## config.mk

```make
export PLATFORM = sky130hd
export DESIGN_NAME = alu_arbiter
export DESIGN_NICKNAME = d
export VERILOG_FILES = /design/src/rtl/alu_arbiter.sv
export SDC_FILE = /design/constraint.sdc
export NUM_CORES = 1
export LEC_CHECK = 0
export CORE_ASPECT_RATIO = 0.5
export CORE_MARGIN = 3
export CORE_UTILIZATION = 30
export DETAILED_ROUTE_END_ITERATION = 8
export SYNTH_ARGS = -nofsm -noshare
export SYNTH_HDL_FRONTEND = slang
export SYNTH_SLANG_ARGS = --single-unit
```

## constraint.sdc

```tcl
create_clock -name clk -period 2.6 [get_ports clk]
set_input_delay 0.52 -clock clk [delete_from_list [all_inputs] [get_ports clk]]
set_output_delay 0.52 -clock clk [all_outputs]
set_load 0.005 [all_outputs]
```

## src/rtl/alu_arbiter.sv

```systemverilog
// Round-robin sequencer that lets two masters share one multi-cycle ALU without bus contention.
// Optional feature: define ALU_ARB_STATS_EN to add saturating per-master completion counters cnt0/cnt1.
module alu_arbiter #(
   parameter int ALU_LAT = 4,
   parameter int DW      = 16
) (
   input  logic          clk,
   input  logic          rst,
`ifdef ALU_ARB_STATS_EN
   output logic [15:0]   cnt0,
   output logic [15:0]   cnt1,
`endif
   input  logic          req0,
   input  logic [3:0]    op0,
   input  logic [DW-1:0] a0,
   input  logic [DW-1:0] b0,
   output logic          gnt0,
   output logic          done0,
   input  logic          req1,
   input  logic [3:0]    op1,
   input  logic [DW-1:0] a1,
   input  logic [DW-1:0] b1,
   output logic          gnt1,
   output logic          done1,
   output logic [DW-1:0] result,
   output logic          result_z,
   output logic          err,
   output logic          alu_enable,
   output logic [3:0]    alu_op,
   output logic [DW-1:0] alu_a,
   output logic [DW-1:0] alu_b,
   input  logic [DW-1:0] alu_c
);

   typedef enum logic [1:0] {IDLE, ISSUE, WAIT, DONE} state_e;

   localparam logic [3:0] WAIT_INIT = 4'(ALU_LAT - 1);

   state_e        state_q;
   logic          rr_q;
   logic          owner_q;
   logic [3:0]    op_q;
   logic [DW-1:0] a_q;
   logic [DW-1:0] b_q;
   logic [3:0]    waitCnt_q;
   logic          gnt0_q;
   logic          gnt1_q;
   logic          done0_q;
   logic          done1_q;
   logic          err_q;
   logic          aluEn_q;
   logic [DW-1:0] result_q;
   logic          resultZ_q;

   logic          winner_d;
   logic [3:0]    op_d;
   logic [DW-1:0] a_d;
   logic [DW-1:0] b_d;

   function automatic logic isLegal(input logic [3:0] op);
      return (op >= 4'd1) && (op <= 4'd11);
   endfunction

   // A lone requester always wins; rr_q only breaks ties.
   always_comb begin
      winner_d = (req0 && req1) ? rr_q : req1;
      op_d     = winner_d ? op1 : op0;
      a_d      = winner_d ? a1  : a0;
      b_d      = winner_d ? b1  : b0;
   end

   always_ff @(posedge clk or posedge rst) begin
      if (rst) begin
         state_q   <= IDLE;
         rr_q      <= 1'b0;
         owner_q   <= 1'b0;
         op_q      <= '0;
         a_q       <= '0;
         b_q       <= '0;
         waitCnt_q <= '0;
         gnt0_q    <= 1'b0;
         gnt1_q    <= 1'b0;
         done0_q   <= 1'b0;
         done1_q   <= 1'b0;
         err_q     <= 1'b0;
         aluEn_q   <= 1'b0;
         result_q  <= '0;
         resultZ_q <= 1'b0;
      end else begin
         gnt0_q  <= 1'b0;
         gnt1_q  <= 1'b0;
         done0_q <= 1'b0;
         done1_q <= 1'b0;
         aluEn_q <= 1'b0;
         case (state_q)
            IDLE: begin
               if (req0 || req1) begin
                  owner_q <= winner_d;
                  op_q    <= op_d;
                  a_q     <= a_d;
                  b_q     <= b_d;
                  gnt0_q  <= ~winner_d;
                  gnt1_q  <= winner_d;
                  aluEn_q <= isLegal(op_d);
                  state_q <= ISSUE;
               end
            end
            ISSUE: begin
               if (isLegal(op_q)) begin
                  waitCnt_q <= WAIT_INIT;
                  state_q   <= WAIT;
               end else begin
                  // Illegal opcodes never touch the ALU and complete with a zero result.
                  err_q     <= 1'b1;
                  result_q  <= '0;
                  resultZ_q <= 1'b1;
                  done0_q   <= ~owner_q;
                  done1_q   <= owner_q;
                  state_q   <= DONE;
               end
            end
            WAIT: begin
               if (waitCnt_q == 4'd0) begin
                  result_q  <= alu_c;
                  resultZ_q <= (alu_c == '0);
                  done0_q   <= ~owner_q;
                  done1_q   <= owner_q;
                  state_q   <= DONE;
               end else begin
                  waitCnt_q <= waitCnt_q - 4'd1;
               end
            end
            DONE: begin
               rr_q    <= ~owner_q;
               err_q   <= 1'b0;
               state_q <= IDLE;
            end
            default: state_q <= IDLE;
         endcase
      end
   end

`ifdef ALU_ARB_STATS_EN
   logic [15:0] cnt0_q;
   logic [15:0] cnt1_q;

   // Counts every completion, legal or not, and sticks at all-ones.
   always_ff @(posedge clk or posedge rst) begin
      if (rst) begin
         cnt0_q <= '0;
         cnt1_q <= '0;
      end else if (state_q == DONE) begin
         if (!owner_q && (cnt0_q != 16'hFFFF)) cnt0_q <= cnt0_q + 16'd1;
         if (owner_q && (cnt1_q != 16'hFFFF))  cnt1_q <= cnt1_q + 16'd1;
      end
   end

   assign cnt0 = cnt0_q;
   assign cnt1 = cnt1_q;
`endif

   assign gnt0       = gnt0_q;
   assign gnt1       = gnt1_q;
   assign done0      = done0_q;
   assign done1      = done1_q;
   assign err        = err_q;
   assign alu_enable = aluEn_q;
   assign alu_op     = op_q;
   assign alu_a      = a_q;
   assign alu_b      = b_q;
   assign result     = result_q;
   assign result_z   = resultZ_q;

endmodule

```

==> impl_metrics.yaml, run 1 <==
timing:
  relSlewSlack_pct: 68.4
  rsz0062_at_grt: "false"
  finalSetupTns_ns: 0
  tightest_slew_ns: 0.473
  maxClockFrequency_mhz: 501
  clock_skew_ns: 0.00527
  fin_crit_ns: 2.00
  setup_ws_ns: 0.604
  final.period_utilization_pct: 76.8
  setup_viol: 0
  whs_ns: 0.484
  finalHoldViolCount: 0
  finalMaxSlewViolations: 0
cts:
  cts_tree: "done"
  numCtsBuffers: 9
  htree_levels: 3
  path_clk_slew_ns: 0.06
  clkLatencyLatePin_ns: 0.33
  cts-hold-fix-buffers: 0
  clock_path_buffers: 2
  cts-resized-gates: 0
  cts.sinks: 67
  cts_setup_buffers: 0
  cts_root_buffer: "clkbuf_16"
global_route:
  grt_pass1_vias: 2914
  grt_pass1_wl_mm: 15.0
  track_usage_pct: 16.2
  grt_remaining_overflow: 0
  grt_max_degree: 70
  antenna_found_initial: 0
synthesis:
  synth_xor_area_share_pct: 0
  seq_area_frac_synth_pct: 54.2
  syn_nets: 378
  synth.area.top_cells: "dfrtp_1 (54%), mux2i_1 (11%), o21ai_1 (6.2%)"
  synth_top_family_by_area: "compound AO/OA/AOI/OAI gates"
  ys.flop_type: "dfrtp_1"
  yosys.area_share.simple_pct: 10.5
  synth.top_cell.area_share_pct: 54.2
  avgSynthCellArea_um2: 11.0
  async_reset_ff_share_pct: 100
  synthTopCellsByCount: "dfrtp_1 (67), o21ai_1 (38), nand2_1 (37)"
  synth_cells: 281
  synth_area_leader_cell: "dfrtp_1"
  ys_warn_count: 0
  synth_compound_area_share_pct: 16.7
  synth_most_common_cell: "dfrtp_1"
  synth.distinct_cells: 44
  yosys_register_bits: 67
  synth_fa_ha_area_share_pct: 2.02
  synth.cell_area_mm2: 0.00309
  synthMuxAreaShare_pct: 12.1
  synth_edf_count: 0
setup_path:
  path_max_fanout: 17
  worst-path-buf-inv: 1
  slowest_delay_ns: 0.44
  critPathLaunchType: "register"
  crit_slowest_cell: "dfrtp_1"
  worst_setup_path_end_kind: "register"
  required_ns: 2.81
  crit_family: "flip-flops"
  path_cells: "inv_1 -> ha_1 -> and2_2 -> o21ai_4 -> mux2_1"
  criticalPathCategory: "reg -> reg"
  crit_arrival_ns: 2.21
route:
  drc: 0
  firstDrtPassIters: 4
  ant_nets: 0
  drt_iter0_drc: 90
  dr_total_vias: 2678
  wl_per_cell_um: 16.0
  wl_mm: 9.13
  avgViaCountPerCell: 4.70
cells_and_area:
  seq_area_mm2: 0.00168
  fill_cells: 864
  layout.nets: 527
  drive_gt1_share_pct: 6.90
  diodes: 0
  multi_input_area_mm2: 0.00129
  syn_to_final_growth_pct: 63.1
pwr:
  p_per_area_mw_per_mm2: 1050
  combPwrFrac_pct: 43.0
  pwr-share-seq_pct: 33.9
  swShare_pct: 32.2
  power_leakage_nw: 2.25
  ir_drop_uv: 440
  p_int_mw: 3.59
  power.switching_mw: 1.71
  p_clk_share_pct: 23.0
floorplan:
  dieArea_mm2: 0.0116
  rows: 25
  io_pins: 151
  die_h_um: 77.8
  start_util_pct: 31.8
  coreArea_mm2: 0.00973
  die_w_um: 150
job:
  maxCapViolations: 0
min_path:
  hp-class: "reg -> reg"
placement:
  dp_slack_ns: 0.485
  port-buffer-count: 150
  gp_congestion: 0.779
  post-dp-hpwl_mm: 6.99
outcome:
  status: "completed"
## metrics by stage
step | utilization (%) | instance area (µm²) | total power, mW | instances
global route | 51.8 | 5040 | 5.66 | 570
global placement | 48.7 | 4740 | 4.05 | 554
finish | 51.8 | 5040 | 5.29 | 570
detailed placement | 48.7 | 4740 | 4.12 | 554
floorplan | - | 3090 | 2.85 | 281
CTS | 51.8 | 5040 | 5.38 | 570
## final timing paths
check,startpoint,endpoint,slack [ns],cells past startpoint
max,state_q[0],result_z,0.60,5
min,owner_q,done0,0.48,1
max reg2reg,state_q[0],result_z,0.60,5
min reg2reg,owner_q,done0,0.48,1
max in group asynchronous,rst,alu_a[14],1.73,3
min in group asynchronous,rst,result[9],0.58,3
## layout by cell type, fill, tap and decap left out, drive strengths merged, types with 2 or more instances in the layout
| cell type | instances |
|---|---|
| a21boi | 2 |
| a21o | 2 |
| a21oi | 5 |
| a22o | 19 |
| and2 | 2 |
| buf | 3 |
| clkbuf | 10 |
| clkdlybuf4s50 | 150 |
| clkinv | 2 |
| clkinvlp | 2 |
| dfrtp | 67 |
| ha | 5 |
| inv | 12 |
| mux2 | 3 |
| mux2i | 34 |
| nand2 | 37 |
| nand2b | 2 |
| nand3 | 4 |
| nand4 | 2 |
| nor2 | 8 |
| nor2b | 2 |
| nor3 | 4 |
| nor4 | 4 |
| o21ai | 41 |
## cell families after synthesis
logic type                 Yosys count
AOI/OAI and AO/OA                   78
muxes                               37
and+or+nand+nor                     68
adders and majority gates            5
buffers and inverters               26
DFF                                 67
## power groups by stage
stage / sequential (mW) / clock [mW] / combinational, mW
final: 1.80 / 1.22 / 2.28
after global routing: 1.86 / 1.30 / 2.50
after floorplan: 1.80 / 0 / 1.05
after global placement: 1.79 / 0 / 2.26
after CTS: 1.80 / 1.25 / 2.32
after detailed placement: 1.81 / 0 / 2.31
## per-layer routing
layer / up-vias / GRT usage, % / wire [µm]
met1: 1294 / 18.7 / 3620
met4: 0 / 5.39 / 158
met5: - / 0 / 0
met3: 14 / 3.85 / 357
met2: 62 / 29.5 / 5000
li1: 1308 / - / -
## area by class of cell
cell class	count	share of cell area, %
sequential	67	33.3
timing repair buffer	153	31.0
multi-input combinational	188	25.6
clock buffer	10	4.74
tap	135	3.35
clock inverter	6	1.27
inverter	11	0.819
## flip-flops by register name (all words and copies together) (netlist names), 2 cells and up
| signal | cells |
|---|---|
| result | 16 |
| waitCnt_q | 4 |
| alu_b | 16 |
| alu_a | 16 |
| alu_op | 4 |
| state_q | 2 |
(Power assumes the default switching activity.)
==> run 2, diff against run 1 <==
clock period = 1.9 ns   (was 2.6 ns; I/O delays follow)
==> run 2 against run 1 <==
Effect of this change:
- setup slack lost 0.51 ns
- clock power increased by 65%
- highest routed layer unchanged
- routed wire length fell by 1.9%
- sequential share of layout area fell by 1.0 points
- largest power group unchanged
- non-clock buffer count up 7
==> impl_metrics.yaml, run 2 (synthesis gave the netlist of run 1 again) <==
pwr:
  p_clk_share_pct: 26.1
  pwr-share-seq_pct: 31.8
  swShare_pct: 30.5
  p_per_area_mw_per_mm2: 1490
  power_leakage_nw: 2.32
  ir_drop_uv: 674
  finalPower_mw: 7.73
  power.switching_mw: 2.36
  p_int_mw: 5.37
  combPwrFrac_pct: 42.1
placement:
  gp_congestion: 0.777
  post-dp-hpwl_mm: 7.12
  dp_slack_ns: 0.0376
  port-buffer-count: 150
  post_dp_cell_area_mm2: 0.00483
  dp.cells: 561
setup_path:
  reg2regPathDepth: 7
  required_ns: 2.11
  crit_start: "waitCnt_q[0]"
  criticalPathCategory: "reg -> reg"
  r2r_end: "result[5]"
  path_max_fanout: 12
  worst_setup_path_end_kind: "register"
  r2r_slack_ns: 0.1
  crit_arrival_ns: 2.01
  critPathLaunchType: "register"
  rr_startpoint: "waitCnt_q[0]"
global_route:
  grt_remaining_overflow: 0
  grt_pass1_wl_mm: 14.8
  grt_max_degree: 40
  grt_pass1_vias: 2991
  antenna_found_initial: 0
  track_usage_pct: 15.8
floorplan:
  coreArea_mm2: 0.00973
  die_h_um: 77.8
  io_pins: 151
  rows: 25
  start_util_pct: 31.8
  dieArea_mm2: 0.0116
  die_w_um: 150
route:
  wl_met2_mm: 4.86
  dr_total_vias: 2671
  wl_per_cell_um: 15.5
  avgViaCountPerCell: 4.63
  drc: 0
  firstDrtPassIters: 4
  wl_met1_mm: 3.63
  wl_mm: 8.96
  drt_iter0_drc: 90
  ant_nets: 0
  top_layer: "met4"
  wl_met3_um: 292
cells_and_area:
  layout.cells.non_filler: 577
  final_util_pct: 53.5
  layout_common_cells: "clkdlybuf4s50_1 (150), dfrtp_1 (67), o21ai_1 (37), nand2_1 (36), mux2i_1 (34)"
  layout.nets: 534
  diodes: 0
  layout_commonest_cell: "clkdlybuf4s50_1"
  syn_to_final_growth_pct: 68.2
  drive_gt1_share_pct: 8.37
  finalInstanceArea_mm2: 0.00520
cts:
  clock_path_buffers: 2
  cts.sinks: 67
  cts_setup_buffers: 0
  htree_levels: 3
  path_clk_slew_ns: 0.06
  cts_tree: "done"
  cts_root_buffer: "clkbuf_16"
  numCtsBuffers: 9
  clkLatencyLatePin_ns: 0.33
timing:
  rsz0062_at_grt: "false"
  setup_ws_ns: 0.0980
  clock_skew_ns: 0.00639
  finalHoldViolCount: 0
  finalMaxSlewViolations: 0
  tightest_slew_ns: 0.452
  setup_viol: 0
  relSlewSlack_pct: 69.6
  whs_ns: 0.418
  maxClockFrequency_mhz: 555
  final.period_utilization_pct: 94.8
  finalSetupTns_ns: 0
  fin_crit_ns: 1.80
min_path:
  hp-class: "in -> async"
job:
  maxCapViolations: 0
outcome:
  status: "completed"
run 2: cell types whose count changed in the layout (fill, tap and decap cells not counted), sizes merged:
cell / before / now
buf: 3 / 10
bufinv: 1 / 4
clkbuf: 10 / 9
clkinv: 2 / 1
clkinvlp: 2 / 3
inv: 12 / 10
run 2: how the worst max path moves through the flow:
stage	endpoint
2_1_floorplan	result_z
3_3_place_gp	alu_op[1]
3_5_place_dp	alu_op[1]
4_1_cts	result[9]
5_1_grt	result[5]
6_report	result[5]
run 2: cell type report:
| cell class | instances | area (µm²) |
|---|---|---|
| fill | 862 | 4530 |
| clock inverter | 7 | 140 |
| multi-input combinational | 188 | 1290 |
| sequential | 67 | 1680 |
| timing repair buffer | 160 | 1650 |
| clock buffer | 9 | 225 |
| tap | 135 | 169 |
| inverter | 11 | 45.0 |
run 2: per-layer routing:
metal  global-route usage (%)  up-vias
met5                        0        -
met4                     5.39        0
met3                     3.62       15
met2                     28.8       56
met1                     18.2     1285
li1                         -     1315
run 2: power by group through the flow:
stage | registers [mW] | logic [mW] | clock network (mW)
4_1_cts | 2.47 | 3.31 | 2.06
6_report | 2.46 | 3.25 | 2.01
3_5_place_dp | 2.48 | 3.30 | 0
3_3_place_gp | 2.45 | 3.21 | 0
2_1_floorplan | 2.46 | 1.44 | 0
5_1_grt | 2.55 | 3.55 | 2.13
run 2: repair_timing:
action	in CTS	in global routing
endpoints found under the setup margin	0	3
hold buffers	0	0
resized for setup	0	1
run 2: worst max-delay path, cell delays in order (launching register included):
cell and delay [ns]:
dfrtp_1 0.40, inv_1 0.07, ha_1 0.20, nor3b_1 0.27, and2_4 0.24, o21ai_4 0.08
buf_4 0.18, a22o_1 0.24
==> run 3, diff against run 2 <==
CORE_MARGIN = 5   (was 3)
==> run 3 against run 2 <==
Effect of this change:
- register-to-register slack better by 0.05 ns
- final cell count rose by 1.0%
- flip-flop and latch count did not move
- fmax up 2.7%
- critical path depth unchanged
- core utilization fell by 3.0 points
- worst hold slack better by 0.033 ns
- global-route usage fell by 2.0 points
- total power fell by 7.4%
- routed wire length is 4.0% lower
- setup slack better by 0.048 ns
- design area decreased by 1.8%
- critical endpoint is now result[6]
==> impl_metrics.yaml, run 3 (synthesis gave the netlist of run 1 again) <==
floorplan:
  rows: 26
  die_w_um: 154
  coreArea_mm2: 0.0101
  start_util_pct: 30.6
  io_pins: 151
  dieArea_mm2: 0.0126
  die_h_um: 81.8
global_route:
  met2_usage_pct: 24.5
  use_met1_pct: 15.6
  track_usage_pct: 13.8
  antenna_found_initial: 0
  grt-busiest-layer: "met2"
  grt_max_degree: 42
  met3_usage_pct: 5.11
  grt_remaining_overflow: 0
  grt_pass1_vias: 2770
  grt_pass1_wl_mm: 13.8
cts:
  htree_levels: 3
  cts-hold-fix-buffers: 0
  cts_root_buffer: "clkbuf_16"
  clock_path_buffers: 2
  clkLatencyLatePin_ns: 0.33
  cts_setup_buffers: 0
  cts_tree: "done"
  path_clk_slew_ns: 0.06
  cts-resized-gates: 0
  cts.sinks: 67
  numCtsBuffers: 9
setup_path:
  worst_setup_path_end_kind: "register"
  path_cells: "inv_1 -> ha_1 -> nor3b_1 -> and2_2 -> o21ai_4 -> buf_4 -> a22o_1"
  slowest_delay_ns: 0.40
  critPathLaunchType: "register"
  criticalPathCategory: "reg -> reg"
  required_ns: 2.12
  crit_arrival_ns: 1.97
  path_max_fanout: 11
  crit_slowest_cell: "dfrtp_1"
cells_and_area:
  layout.nets: 535
  diodes: 0
  drive_gt1_share_pct: 8.58
  layout_common_cells: "clkdlybuf4s50_1 (150), dfrtp_1 (67), o21ai_1 (37), nand2_1 (36), mux2i_1 (34)"
  final_util_pct: 50.5
  syn_to_final_growth_pct: 65.1
  layout_commonest_cell: "clkdlybuf4s50_1"
outcome:
  status: "completed"
route:
  drt_iter0_drc: 46
  dr_total_vias: 2614
  wl_per_cell_um: 14.8
  ant_nets: 0
  avgViaCountPerCell: 4.48
  drc: 0
  wl_mm: 8.60
  firstDrtPassIters: 4
placement:
  dp_slack_ns: 0.0475
  gp_congestion: 0.793
  port-buffer-count: 150
  post-dp-hpwl_mm: 6.59
timing:
  relSlewSlack_pct: 75.3
  setup_ws_ns: 0.146
  clock_skew_ns: 0.00582
  rsz0062_at_grt: "false"
  finalSetupTns_ns: 0
  finalMaxSlewViolations: 0
  maxClockFrequency_mhz: 570
  final.period_utilization_pct: 92.3
  fin_crit_ns: 1.75
  tightest_slew_ns: 0.367
  whs_ns: 0.451
  finalHoldViolCount: 0
  setup_viol: 0
pwr:
  p_per_area_mw_per_mm2: 1400
  power_leakage_nw: 2.27
  ir_drop_uv: 722
  finalPower_mw: 7.15
job:
  maxCapViolations: 0
min_path:
  hp-class: "reg -> reg"
[run 3: critical path: cells and delay by family (launching register included)]
family | cells | cell delay, ns
AO/OA/AOI/OAI | 2 | 0.31
adder cells (fa/ha/maj) | 1 | 0.20
buffers and inverters | 2 | 0.23
flip-flops | 1 | 0.40
AND/OR/NAND/NOR | 2 | 0.49
[run 3: path summary, 6_finish.rpt]
path                                   start         to  slack, ns  depth (start not counted)
worst max register to register  waitCnt_q[0]  result[6]       0.15                          7
worst min-delay path                 owner_q      done0       0.45                          1
worst max-delay path            waitCnt_q[0]  result[6]       0.15                          7
worst min register to register       owner_q      done0       0.45                          1
min in group asynchronous                rst   alu_b[3]       0.46                          3
max in group asynchronous                rst   alu_a[4]       1.11                          3
[run 3: power breakdown]
part,switching (mW),internal (mW)
Combinational,1.31,1.90
Sequential,0.374,2.06
Clock,0.635,0.874
[run 3: area by class of cell]
class / instances / area [µm²]
Clock buffer: 9 / 225
Clock inverter: 7 / 45.0
Fill cell: 920 / 5010
Inverter: 11 / 45.0
Multi-Input combinational cell: 188 / 1290
Sequential cell: 67 / 1680
Tap cell: 140 / 175
Timing Repair Buffer: 161 / 1650
[run 3: per-stage QoR]
stage | instance area [µm²] | cells
floorplan | 3100 | 281
global placement | 4830 | 567
detailed placement | 4830 | 567
CTS | 5100 | 583
global route | 5100 | 583
finish | 5100 | 583
[run 3: layer usage]
metal | share of wire (%) | up-vias
li1 | - | 1319
met1 | 42 | 1210
met2 | 50 | 74
met3 | 6.4 | 11
met4 | 1.7 | 0
met5 | 0 | -
